File: src/rtl/gfx_pkg.sv
// Shared definitions for the graphics write path.
//   - Host register indices decoded by vram_write_ctrl.
//   - Display mode encoding and the XY/linear classification helper.
//   - Default screen geometry.
//   - Clear/fill engine state type.
package gfx_pkg;

  localparam logic [3:0] REG_DATA = 4'd1;
  localparam logic [3:0] REG_CURX = 4'd3;
  localparam logic [3:0] REG_CURY = 4'd4;
  localparam logic [3:0] REG_FILL = 4'd5;
  localparam logic [3:0] REG_CLR  = 4'd7;

  localparam logic [1:0] MODE_XY0  = 2'd0;
  localparam logic [1:0] MODE_XY1  = 2'd1;
  localparam logic [1:0] MODE_LIN0 = 2'd2;
  localparam logic [1:0] MODE_LIN1 = 2'd3;

  localparam int TXT_COLS_DEF  = 80;
  localparam int TXT_ROWS_DEF  = 60;
  localparam int LIN_WORDS_DEF = 38400;

  typedef enum logic [1:0] {
    ST_IDLE      = 2'd0,
    ST_FILL_WAIT = 2'd1,
    ST_FILL      = 2'd2,
    ST_DONE      = 2'd3
  } fill_state_t;

  // Modes 2 and 3 use a flat byte address; 0 and 1 use {row, column}.
  function automatic logic is_linear(input logic [1:0] m);
    return m[1];
  endfunction

endpackage

File: src/rtl/sync_fifo.sv
// Single-clock FIFO with occupancy count.
// Ports:
//   clk, rst     clock, synchronous active-high reset (empties the FIFO)
//   push, wdata  write side; a push while full is ignored
//   pop, rdata   read side; rdata shows the head entry, pop advances it
//   count        number of stored entries (0..DEPTH)
//   full, empty  count == DEPTH / count == 0
module sync_fifo #(
  parameter int DATA_W = 8,
  parameter int DEPTH  = 8,
  localparam int PTR_W = $clog2(DEPTH),
  localparam int CNT_W = PTR_W + 1
) (
  input  logic              clk,
  input  logic              rst,
  input  logic              push,
  input  logic [DATA_W-1:0] wdata,
  input  logic              pop,
  output logic [DATA_W-1:0] rdata,
  output logic [CNT_W-1:0]  count,
  output logic              full,
  output logic              empty
);

  logic [DATA_W-1:0] mem [DEPTH];
  logic [PTR_W-1:0]  wr_ptr;
  logic [PTR_W-1:0]  rd_ptr;
  logic              push_ok;
  logic              pop_ok;

  assign full    = (count == CNT_W'(DEPTH));
  assign empty   = (count == '0);
  assign push_ok = push && !full;
  assign pop_ok  = pop && !empty;
  assign rdata   = mem[rd_ptr];

  always_ff @(posedge clk) begin
    if (push_ok) mem[wr_ptr] <= wdata;
  end

  always_ff @(posedge clk) begin
    if (rst) begin
      wr_ptr <= '0;
      rd_ptr <= '0;
      count  <= '0;
    end else begin
      if (push_ok) wr_ptr <= wr_ptr + 1'b1;
      if (pop_ok)  rd_ptr <= rd_ptr + 1'b1;
      case ({push_ok, pop_ok})
        2'b10:   count <= count + 1'b1;
        2'b01:   count <= count - 1'b1;
        default: ;
      endcase
    end
  end

endmodule

File: src/rtl/vram_write_ctrl.sv
// Turns host register writes into screen-RAM writes.
// Holds an auto-incrementing cursor (XY text or linear bitmap addressing),
// queues data writes in a FIFO drained one per cycle, and optionally sweeps
// the whole screen with a fill byte.
// Build option: define VRAM_FILL_EN to include the clear/fill engine;
// without it register 5 is ignored and busy only reflects the FIFO.
// Ports:
//   clk, rst              clock, synchronous active-high reset
//   mode                  0/1 XY addressing, 2/3 linear
//   host_we/rs/data       one-cycle register write
//   ram_wraddr/data/wren  registered screen-RAM write port
//   busy                  FIFO non-empty or fill in progress
//   fifo_full, overflow   FIFO full; sticky dropped-push flag (cleared by reg 7)
//   cursor_x, cursor_y    cursor column/row (linear: address low/high byte)
module vram_write_ctrl
  import gfx_pkg::*;
#(
  parameter int DATA_W     = 8,
  parameter int ADDR_W     = 16,
  parameter int FIFO_DEPTH = 8,
  parameter int TXT_COLS   = TXT_COLS_DEF,
  parameter int TXT_ROWS   = TXT_ROWS_DEF,
  parameter int LIN_WORDS  = LIN_WORDS_DEF
) (
  input  logic              clk,
  input  logic              rst,
  input  logic [1:0]        mode,
  input  logic              host_we,
  input  logic [3:0]        host_rs,
  input  logic [DATA_W-1:0] host_data,
  output logic [ADDR_W-1:0] ram_wraddr,
  output logic [DATA_W-1:0] ram_data,
  output logic              ram_wren,
  output logic              busy,
  output logic              fifo_full,
  output logic              overflow,
  output logic [7:0]        cursor_x,
  output logic [7:0]        cursor_y
);

  localparam int ENT_W = ADDR_W + DATA_W;
  localparam int CNT_W = $clog2(FIFO_DEPTH) + 1;
  localparam logic [7:0]  COL_LAST = 8'(TXT_COLS - 1);
  localparam logic [7:0]  ROW_LAST = 8'(TXT_ROWS - 1);
  localparam logic [15:0] LIN_LAST = 16'(LIN_WORDS - 1);

  // Out-of-range coordinates are kept until the next advance, where the
  // >= compares fold them back to zero.
  function automatic logic [15:0] xy_advance(input logic [15:0] a);
    logic [7:0] x;
    logic [7:0] y;
    x = a[7:0];
    y = a[15:8];
    if (x >= COL_LAST) begin
      x = 8'd0;
      y = (y >= ROW_LAST) ? 8'd0 : y + 8'd1;
    end else begin
      x = x + 8'd1;
    end
    return {y, x};
  endfunction

  function automatic logic [15:0] lin_advance(input logic [15:0] a);
    return (a >= LIN_LAST) ? 16'd0 : a + 16'd1;
  endfunction

  logic [7:0]        cur_x;
  logic [7:0]        cur_y;
  logic [15:0]       cur_addr;
  logic [1:0]        mode_q;
  logic              wr_data;
  logic              wr_curx;
  logic              wr_cury;
  logic              wr_clr;
  logic              fifo_push;
  logic              fifo_pop;
  logic              fifo_full_w;
  logic              fifo_empty;
  logic [CNT_W-1:0]  fifo_cnt;
  logic [ENT_W-1:0]  fifo_wdata;
  logic [ENT_W-1:0]  fifo_rdata;
  logic              fill_done;
  logic              overflow_q;
  logic              vld_p1;
  logic [ADDR_W-1:0] wraddr_p1;
  logic [DATA_W-1:0] wdata_p1;

  assign cur_addr   = {cur_y, cur_x};
  assign wr_data    = host_we && (host_rs == REG_DATA);
  assign wr_curx    = host_we && (host_rs == REG_CURX);
  assign wr_cury    = host_we && (host_rs == REG_CURY);
  assign wr_clr     = host_we && (host_rs == REG_CLR);
  // The push captures the cursor as it stands before this edge's update.
  assign fifo_push  = wr_data && !fifo_full_w;
  assign fifo_wdata = {ADDR_W'(cur_addr), host_data};

  sync_fifo #(
    .DATA_W (ENT_W),
    .DEPTH  (FIFO_DEPTH)
  ) u_fifo (
    .clk   (clk),
    .rst   (rst),
    .push  (fifo_push),
    .wdata (fifo_wdata),
    .pop   (fifo_pop),
    .rdata (fifo_rdata),
    .count (fifo_cnt),
    .full  (fifo_full_w),
    .empty (fifo_empty)
  );

  // Cursor: a mode change or the end of a fill wins over register writes.
  always_ff @(posedge clk) begin
    mode_q <= mode;
    if (rst) begin
      cur_x <= 8'd0;
      cur_y <= 8'd0;
    end else if ((mode != mode_q) || fill_done) begin
      cur_x <= 8'd0;
      cur_y <= 8'd0;
    end else if (wr_curx) begin
      cur_x <= 8'(host_data);
    end else if (wr_cury) begin
      cur_y <= 8'(host_data);
    end else if (wr_data) begin
      {cur_y, cur_x} <= is_linear(mode) ? lin_advance(cur_addr) : xy_advance(cur_addr);
    end
  end

  always_ff @(posedge clk) begin
    if (rst)                        overflow_q <= 1'b0;
    else if (wr_data && fifo_full_w) overflow_q <= 1'b1;
    else if (wr_clr)                overflow_q <= 1'b0;
  end

`ifdef VRAM_FILL_EN
  fill_state_t       state;
  fill_state_t       state_nx;
  logic              wr_fill;
  logic              fill_wr;
  logic              fill_last;
  logic              fill_lin;
  logic [15:0]       fill_addr;
  logic [DATA_W-1:0] fill_byte;

  assign wr_fill   = host_we && (host_rs == REG_FILL);
  assign fill_done = (state == ST_DONE);
  assign fill_last = fill_lin ? (fill_addr == LIN_LAST)
                              : (fill_addr == {ROW_LAST, COL_LAST});
  assign busy      = (fifo_cnt != '0) || (state != ST_IDLE);

  always_ff @(posedge clk) begin
    if (rst) state <= ST_IDLE;
    else     state <= state_nx;
  end

  // Entries queued before the fill command are still drained while waiting,
  // so host write order is kept; once sweeping, new pushes wait for DONE.
  always_comb begin
    state_nx = state;
    fifo_pop = 1'b0;
    fill_wr  = 1'b0;
    case (state)
      ST_IDLE: begin
        fifo_pop = !fifo_empty;
        if (wr_fill) state_nx = ST_FILL_WAIT;
      end
      ST_FILL_WAIT: begin
        fifo_pop = !fifo_empty;
        if (fifo_empty) state_nx = ST_FILL;
      end
      ST_FILL: begin
        fill_wr = 1'b1;
        if (fill_last) state_nx = ST_DONE;
      end
      ST_DONE:  state_nx = ST_IDLE;
      default:  state_nx = ST_IDLE;
    endcase
  end

  // Mode class is latched at the command so a later mode change cannot
  // alter the sweep.
  always_ff @(posedge clk) begin
    if (rst) begin
      fill_lin  <= 1'b0;
      fill_addr <= 16'd0;
    end else if ((state == ST_IDLE) && wr_fill) begin
      fill_lin  <= is_linear(mode);
      fill_addr <= 16'd0;
    end else if (fill_wr) begin
      fill_addr <= fill_lin ? lin_advance(fill_addr) : xy_advance(fill_addr);
    end
  end

  always_ff @(posedge clk) begin
    if ((state == ST_IDLE) && wr_fill) fill_byte <= host_data;
  end
`else
  assign fill_done = 1'b0;
  assign fifo_pop  = !fifo_empty;
  assign busy      = (fifo_cnt != '0);
`endif

  // Stage p1: registered RAM write port
  always_ff @(posedge clk) begin
    if (rst) begin
      vld_p1    <= 1'b0;
      wraddr_p1 <= '0;
      wdata_p1  <= '0;
    end else if (fifo_pop) begin
      vld_p1    <= 1'b1;
      wraddr_p1 <= fifo_rdata[ENT_W-1:DATA_W];
      wdata_p1  <= fifo_rdata[DATA_W-1:0];
`ifdef VRAM_FILL_EN
    end else if (fill_wr) begin
      vld_p1    <= 1'b1;
      wraddr_p1 <= ADDR_W'(fill_addr);
      wdata_p1  <= fill_byte;
`endif
    end else begin
      vld_p1    <= 1'b0;
    end
  end

  assign ram_wren   = vld_p1;
  assign ram_wraddr = wraddr_p1;
  assign ram_data   = wdata_p1;
  assign fifo_full  = fifo_full_w;
  assign overflow   = overflow_q;
  assign cursor_x   = cur_x;
  assign cursor_y   = cur_y;

endmodule

File: config.mk
export PLATFORM = sky130hd
export DESIGN_NAME = vram_write_ctrl
export DESIGN_NICKNAME = d
export VERILOG_FILES = /design/src/rtl/gfx_pkg.sv /design/src/rtl/sync_fifo.sv /design/src/rtl/vram_write_ctrl.sv
export SDC_FILE = /design/constraint.sdc
export NUM_CORES = 1
export LEC_CHECK = 0
export BUFFER_PORTS_ARGS = -buffer_cell sky130_fd_sc_hd__buf_2
export CORE_ASPECT_RATIO = 0.7
export CORE_MARGIN = 2
export CORE_UTILIZATION = 40
export DETAILED_ROUTE_END_ITERATION = 6
export PLACE_DENSITY = 0.66
export SETUP_SLACK_MARGIN = 0.3
export SLEW_MARGIN = 20
export SYNTH_ARGS = -nofsm -noshare
export SYNTH_HDL_FRONTEND = slang
export SYNTH_SLANG_ARGS = --single-unit
File: constraint.sdc
create_clock -name clk -period 10.2 [get_ports clk]
set_input_delay 1.02 -clock clk [delete_from_list [all_inputs] [get_ports clk]]
set_output_delay 1.02 -clock clk [all_outputs]
set_load 0.05 [all_outputs]
==> flow_metrics.env, run 1 <==
export IMPL_cp_data_required_time_ns=10.64
export IMPL_timing_hold_worst_path_depth=2
export IMPL_rsz0062_at_grt="false"
export IMPL_cts_buffers_inserted=23
export IMPL_post_synth_cell_area_avg_um2=16.19
export IMPL_worst_ep_arrival_time_ns=3.69
export IMPL_cpMaxStageDelayCell="sky130_fd_sc_hd__nand4bb_1"
export IMPL_start_util_pct=40.56
export IMPL_area_growth_synth_to_final_pct=14.99
export IMPL_grt_util_all_layers_pct=17.53
export IMPL_postSynth_topFlopCell="sky130_fd_sc_hd__edfxtp_1"
export IMPL_hold_violations=0
export IMPL_final_layout_size_suffix_gt1_share_pct=25.65
export IMPL_final_std_cells_w_o_fill=1019
export IMPL_antenna_found_initial=0
export IMPL_post_cts_resized=0
export IMPL_routed_wl_um=22190
export IMPL_fmax_ghz=0.3077
export IMPL_layout_skew_ns=0.01614
export IMPL_post_route_drc_count=0
export IMPL_post_place_ws_ns=6.445
export IMPL_grt_first_pass_wirelength_um=34560
export IMPL_path_delay_family="simple AND/OR/NAND/NOR gates"
export IMPL_grt_overflow_total=0
export IMPL_worstSetupEndpointType="flop"
export IMPL_power_per_cell_area_nw_per_um2=248.8
export IMPL_nFillCells=2109
export IMPL_mappedNetlistNets=639
export IMPL_routed_via_count=5804
export IMPL_ctsHtreeMaxLevel=1
export IMPL_total_leakage_power_nw=3.705
export IMPL_synth_enable_flop_cells=192
export IMPL_ys_async_rst_share_pct=0
export IMPL_dieArea_um2=26140
export IMPL_clock_sink_count=246
export IMPL_end_of_the_worst_register_to_register_path="u_fifo.count[2]$_SDFFE_PP0P_"
export IMPL_clkTransAtPathRegs_ns=0.07
export IMPL_rrSetupSlack_ns=7.42
export IMPL_synth_yosys_seq_area_share_pct=68.89
export IMPL_finalCriticalPeriod_ns=3.250
export IMPL_floorplan_core_area_um2=24500
export IMPL_initialDrtViolationCount=455
export IMPL_mapped_cells=614
export IMPL_totalNegativeSetupSlack_ns=0
export IMPL_number_of_violations_of_the_max_capacitance_limit=0
export IMPL_viasPerCell=5.696
export IMPL_dieHeight_um=135.9
export IMPL_yosys_warnings=0
export IMPL_timing_final_crit_share_pct=31.87
export IMPL_worstReg2RegStart="u_fifo.count[1]$_SDFFE_PP0P_"
export IMPL_grt_max_degree=56
export IMPL_ys_types=59
export IMPL_drtAntennaViolNets=0
export IMPL_synth_register_bits=246
export IMPL_hold_path_class="flop to flop"
export IMPL_hold_startpoint="ram_data[1]$_SDFFE_PP0P_"
export IMPL_setup_violations=0
export IMPL_detail_route_wl_per_cell_um=21.77
export IMPL_layout_nets=702
export IMPL_chipWidth_um=192.4
export IMPL_floorplan_rows=48
export IMPL_crit_path_max_fanout=10
export IMPL_mappedNetlistArea_um2=9938
export IMPL_first_global_vias=5997
export IMPL_place_congestion=0.7596
export IMPL_max_stage_delay_ns=0.51
export IMPL_critical_path_startpoint_type="input pin"
export IMPL_r2r_worst_path_cells=12
export IMPL_status="finished clean"
export IMPL_crit_buf_inv=2
export IMPL_detailed_place_hpwl_um=13340
export IMPL_worst_setup_path_type="input pin to flop"
export IMPL_hold_end="ram_data[1]$_SDFFE_PP0P_"
export IMPL_detailedRoute_firstPassIterationCount=5
export IMPL_cell_by_cell_trace_of_the_critical_path="buf_2 > nand4bb_1 > nor3_2 > inv_2 > ha_1 > xor2_1 > ha_1 > a21oi_1 > xor2_1 > or3_1 > a21oi_1"
export IMPL_port_buffer_count=60
export IMPL_clockBufferDepth=3
export IMPL_placed_cells_incl_taps=976
export IMPL_timing_slew_headroom_pct=29.84
export IMPL_clock_latency_ns=0.53
export IMPL_cts_root_buf="sky130_fd_sc_hd__clkbuf_16"
export IMPL_insertedDiodeCount=0
export IMPL_ir_worst_vdd_mv=0.2187
export IMPL_post_cts_setup_buffers=0
export IMPL_post_route_worst_setup_slack_ns=6.950
export IMPL_cts_hold_fix_bufs=0
export IMPL_ios=61
export IMPL_final_count_of_pins_violating_max_slew=0
export IMPL_worst_slew_pin_transition_ns=1.044
export IMPL_cts_tree="built"
## worst min-delay path: cells and delay by family, from the launching register on
kind | cells | cell delay, ns
AOI/OAI and AO/OA | 1 | 0.05
and+or+nand+nor | 1 | 0.09
DFF | 1 | 0.30
## how the worst max path moves through the flow
stage                          start                      endpoint  slack, ns  cells after the start
after floorplan           host_rs[3]    u_fifo.mem[0][0]$_DFFE_PP_       5.64                      5
after global placement    host_rs[3]  u_fifo.count[2]$_SDFFE_PP0P_       6.60                     11
after detailed placement  host_rs[2]  u_fifo.count[2]$_SDFFE_PP0P_       6.45                     11
after CTS                 host_rs[2]  u_fifo.count[2]$_SDFFE_PP0P_       6.98                     11
after global routing      host_rs[2]  u_fifo.count[2]$_SDFFE_PP0P_       6.66                     11
final                     host_rs[2]  u_fifo.count[2]$_SDFFE_PP0P_       6.95                     11
## layout make-up
| cell class | count | area [um2] | share of cell area, % |
|---|---|---|---|
| Multi-Input combinational cell | 326 | 2937 | 25.70 |
| Clock inverter | 14 | 165.2 | 1.445 |
| Clock buffer | 28 | 624.3 | 5.463 |
| Timing Repair Buffer | 73 | 417.9 | 3.657 |
| Inverter | 7 | 26.28 | 0.2299 |
| Sequential cell | 246 | 6852 | 59.95 |
| Tap cell | 325 | 406.6 | 3.558 |
## placed cells by master (no fill, tap or decap), drive strengths merged, types with 5 or more instances in the layout
cell type,count
buf,73
ha,8
clkbuf,28
nand3,15
xor2,7
nor2,48
a21oi,20
clkinv,8
a211oi,29
dfxtp,54
mux2i,26
o21ai,15
nor3,15
nand2,25
mux4,48
inv,9
xnor2,5
and3,5
edfxtp,192
## per-stage QoR
step	area [um2]	power (mW)	hold slack, ns	util [%]
after floorplan	9938	1.812	0.4662	-
after global placement	10610	1.964	0.4795	43.31
after detailed placement	10610	1.980	0.4882	43.31
after CTS	11400	2.867	0.4969	46.53
after global routing	11430	2.974	0.5191	46.64
final	11430	2.843	0.4932	46.64
## sequential cells by signal, indices dropped and copies added (netlist names)
signal and count:
ram_wren 1, u_fifo.mem 192, u_fifo.rd_ptr 3, ram_wraddr 16
cursor_y 8, u_fifo.count 4, ram_data 8, mode_q 2
overflow 1, cursor_x 8, u_fifo.wr_ptr 3
## layer usage
metal	vias to the layer above	GRT usage [%]	share of wire [%]
met3	39	2.994	6.7
li1	2578	-	-
met2	238	27.42	45
met5	-	0	0
met1	2949	25.79	46
met4	0	4.029	2.0
## cells in the mapped netlist, types with 2 or more instances
master	number	area [um2]
sky130_fd_sc_hd__a211o_1	2	17.52
sky130_fd_sc_hd__a211oi_1	28	210.2
sky130_fd_sc_hd__a21oi_1	19	95.09
sky130_fd_sc_hd__a22oi_1	4	30.03
sky130_fd_sc_hd__a31oi_1	4	25.02
sky130_fd_sc_hd__a32oi_1	2	17.52
sky130_fd_sc_hd__and3_1	5	31.28
sky130_fd_sc_hd__buf_1	2	7.510
sky130_fd_sc_hd__buf_2	9	45.04
sky130_fd_sc_hd__buf_4	2	15.01
sky130_fd_sc_hd__buf_6	2	22.52
sky130_fd_sc_hd__clkbuf_1	20	75.07
sky130_fd_sc_hd__dfxtp_1	54	1081
sky130_fd_sc_hd__edfxtp_1	192	5766
sky130_fd_sc_hd__ha_1	8	100.1
sky130_fd_sc_hd__inv_1	5	18.77
sky130_fd_sc_hd__inv_2	2	7.510
sky130_fd_sc_hd__mux2i_1	26	260.3
sky130_fd_sc_hd__mux4_2	48	1081
sky130_fd_sc_hd__nand2_1	25	93.84
sky130_fd_sc_hd__nand2b_1	3	18.77
sky130_fd_sc_hd__nand3_1	15	75.07
sky130_fd_sc_hd__nand4_1	4	25.02
sky130_fd_sc_hd__nand4bb_1	2	22.52
sky130_fd_sc_hd__nor2_1	48	180.2
sky130_fd_sc_hd__nor2b_1	2	12.51
sky130_fd_sc_hd__nor3_1	14	70.07
sky130_fd_sc_hd__nor4_1	2	12.51
sky130_fd_sc_hd__nor4bb_1	3	30.03
sky130_fd_sc_hd__o211ai_1	3	22.52
sky130_fd_sc_hd__o21a_1	2	15.01
sky130_fd_sc_hd__o21ai_0	8	40.04
sky130_fd_sc_hd__o21ai_1	6	30.03
sky130_fd_sc_hd__o21bai_1	2	15.01
sky130_fd_sc_hd__o221ai_1	2	17.52
sky130_fd_sc_hd__o22ai_1	4	25.02
sky130_fd_sc_hd__or3_1	3	18.77
sky130_fd_sc_hd__xnor2_1	5	43.79
sky130_fd_sc_hd__xor2_1	7	61.31
## where the power goes
| group | internal, mW | switching (mW) | total, mW |
|---|---|---|---|
| Combinational | 0.289 | 0.479 | 0.768 |
| Sequential | 1.13 | 0.0526 | 1.19 |
| Clock | 0.517 | 0.371 | 0.888 |
## cells by family after synthesis
group,count (synthesis),synth area share (%)
DFF,246,68.89
and+or+nand+nor,132,6.610
AOI/OAI and AO/OA,100,7.012
muxes,74,13.50
buffers and inverters,42,1.926
xor gates and xnor gates,12,1.058
adders and majority gates,8,1.007
Power figures use the tool's default switching activity.
==> inputs of run 2 (changes only) <==
==> constraint.sdc (replaced) <==
create_clock -name clk -period 3 [get_ports clk]
set_input_delay 0.3 -clock clk [delete_from_list [all_inputs] [get_ports clk]]
set_output_delay 0.3 -clock clk [all_outputs]
set_load 0.05 [all_outputs]
==> run 2 against run 1 <==
- sequential cell count stayed put
- sequential power grew to 3.4 times the previous value
- clock power grew to 3.5 times the previous value
- worst setup slack worse by 6.4 ns
- clock skew is 0.0015 ns lower
- first-iteration DRC count is 13% higher
- total power grew to 3.5 times the previous value
- hold slack worse by 0.36 ns
- count of clock-buffer cells in the layout is 4 higher
- design area is 1.9% higher
- utilization is 0.88 points higher
- die area stayed put
==> flow_metrics.env, run 2 (same netlist as run 1, synthesis figures left out) <==
export IMPL_status="finished clean"
export IMPL_ios=61
export IMPL_power_mw=9.831
export IMPL_max_stage_delay_ns=0.35
export IMPL_worst_slew_pin_transition_ns=0.6899
export IMPL_finalCriticalPeriod_ns=2.477
export IMPL_initialDrtViolationCount=514
export IMPL_layout_core_utilization_pct=47.52
export IMPL_antenna_found_initial=0
export IMPL_detailed_place_hpwl_um=14290
export IMPL_fmax_ghz=0.4038
export IMPL_cpMaxStageDelayCell="sky130_fd_sc_hd__dfxtp_2"
export IMPL_place_congestion=0.7959
export IMPL_number_of_violations_of_the_max_capacitance_limit=0
export IMPL_post_route_drc_count=0
export IMPL_largest_register="u_fifo.mem"
export IMPL_viasPerCell=5.654
export IMPL_worst_setup_path_type="flop to flop"
export IMPL_mostFrequentLayoutCell="sky130_fd_sc_hd__edfxtp_1"
export IMPL_grt_overflow_total=0
export IMPL_routed_via_count=5874
export IMPL_power_per_cell_area_nw_per_um2=844.3
export IMPL_post_route_worst_setup_slack_ns=0.5233
export IMPL_rsz0062_at_grt="false"
export IMPL_cp_data_required_time_ns=3.46
export IMPL_hold_violations=0
export IMPL_cts_tree="built"
export IMPL_final_layout_size_suffix_gt1_share_pct=27.49
export IMPL_nFillCells=2109
export IMPL_cts_buffers_inserted=24
export IMPL_clockBufferDepth=3
export IMPL_timing_final_crit_share_pct=82.56
export IMPL_grt_util_all_layers_pct=18.28
export IMPL_hold_path_class="input pin to flop"
export IMPL_first_global_vias=6021
export IMPL_crit_path_max_fanout=7
export IMPL_hold_slack_ns=0.1340
export IMPL_dieHeight_um=135.9
export IMPL_grt_max_degree=54
export IMPL_chipWidth_um=192.4
export IMPL_post_place_ws_ns=0.4506
export IMPL_ir_worst_vdd_mv=0.5735
export IMPL_layout_nets=720
export IMPL_floorplan_rows=48
export IMPL_start_util_pct=40.56
export IMPL_post_cts_setup_buffers=0
export IMPL_worstSetupEndpointType="flop"
export IMPL_detailedRoute_firstPassIterationCount=5
export IMPL_totalNegativeSetupSlack_ns=0
export IMPL_cts_root_buf="sky130_fd_sc_hd__clkbuf_16"
export IMPL_largest_register_ffs=192
export IMPL_final_count_of_pins_violating_max_slew=0
export IMPL_layout_skew_ns=0.01466
export IMPL_setup_violations=0
export IMPL_floorplan_core_area_um2=24500
export IMPL_area_growth_synth_to_final_pct=17.16
export IMPL_routed_wl_um=22930
export IMPL_clock_sink_count=246
export IMPL_detailed_place_area_um2=10780
export IMPL_grt_first_pass_wirelength_um=35600
export IMPL_final_std_cells_w_o_fill=1039
export IMPL_dieArea_um2=26140
export IMPL_final_area_um2=11640
export IMPL_clkTransAtPathRegs_ns=0.06
export IMPL_port_buffer_count=60
export IMPL_ctsHtreeMaxLevel=1
export IMPL_drtAntennaViolNets=0
export IMPL_critical_path_startpoint_type="flop"
export IMPL_cell_by_cell_trace_of_the_critical_path="nor3_2 > nand2_1 > inv_2 > nor3_2 > inv_2 > ha_1 > xor2_1 > ha_1 > a21oi_1 > xor2_1 > or3_1 > a21oi_1"
export IMPL_detail_route_wl_per_cell_um=22.07
export IMPL_clock_latency_ns=0.52
export IMPL_layout_cells_most_common_list="sky130_fd_sc_hd__edfxtp_1 (192), sky130_fd_sc_hd__buf_2 (60), sky130_fd_sc_hd__dfxtp_1 (50)"
export IMPL_total_leakage_power_nw=3.805
export IMPL_placed_cells_incl_taps=992
export IMPL_timing_slew_headroom_pct=53.94
export IMPL_worst_ep_arrival_time_ns=2.93
[run 2: metal layers]
layer | global-route usage (%) | part of all wire [%] | vias up
li1 | - | - | 2618
met1 | 27.15 | 46 | 2998
met2 | 27.58 | 44 | 222
met3 | 3.743 | 7.7 | 36
met4 | 4.623 | 1.7 | 0
met5 | 0 | 0 | -
[run 2: power by group]
group / total, mW / internal, mW / leakage (nW) / switching, mW
registers: 4.04 / 3.86 / 2.18 / 0.179
logic: 2.64 / 0.995 / 1.23 / 1.65
clock network: 3.15 / 1.88 / 0.400 / 1.27
[run 2: timing repair]
item                                    4_1_cts  5_1_grt
hold buffers                                  2        0
endpoints found under the hold margin         2        0
endpoints found under the setup margin        0        2
resized for setup                             0        3
[run 2: final timing paths]
kind | from | to | slack (ns) | depth (start not counted)
max | u_fifo.count[0]$_SDFFE_PP0P_ | u_fifo.count[2]$_SDFFE_PP0P_ | 0.52 | 12
min | host_rs[2] | overflow$_SDFFE_PP0P_ | 0.13 | 3
max reg2reg | u_fifo.count[0]$_SDFFE_PP0P_ | u_fifo.count[2]$_SDFFE_PP0P_ | 0.52 | 12
min reg2reg | ram_data[5]$_SDFFE_PP0P_ | ram_data[5]$_SDFFE_PP0P_ | 0.49 | 2
[run 2: critical path, delay by kind of cell, from the launching register on]
family	cells	cell delay [ns]
xor+xnor	2	0.35
compound gates	2	0.20
fa+ha+maj	2	0.48
simple gates	4	0.75
buf+inv	2	0.25
flops	1	0.35
[run 2: area by class of cell]
| cell class | instances | area, um2 | share of cell area, % |
|---|---|---|---|
| multi-input combinational | 326 | 2957 | 25.39 |
| sequential | 246 | 6854 | 58.87 |
| clock inverter | 12 | 178.9 | 1.537 |
| inverter | 7 | 26.28 | 0.2257 |
| clock buffer | 32 | 650.6 | 5.588 |
| antenna | 1 | 2.502 | 0.02149 |
| timing repair buffer | 90 | 568.0 | 4.879 |
| tap | 325 | 406.6 | 3.492 |
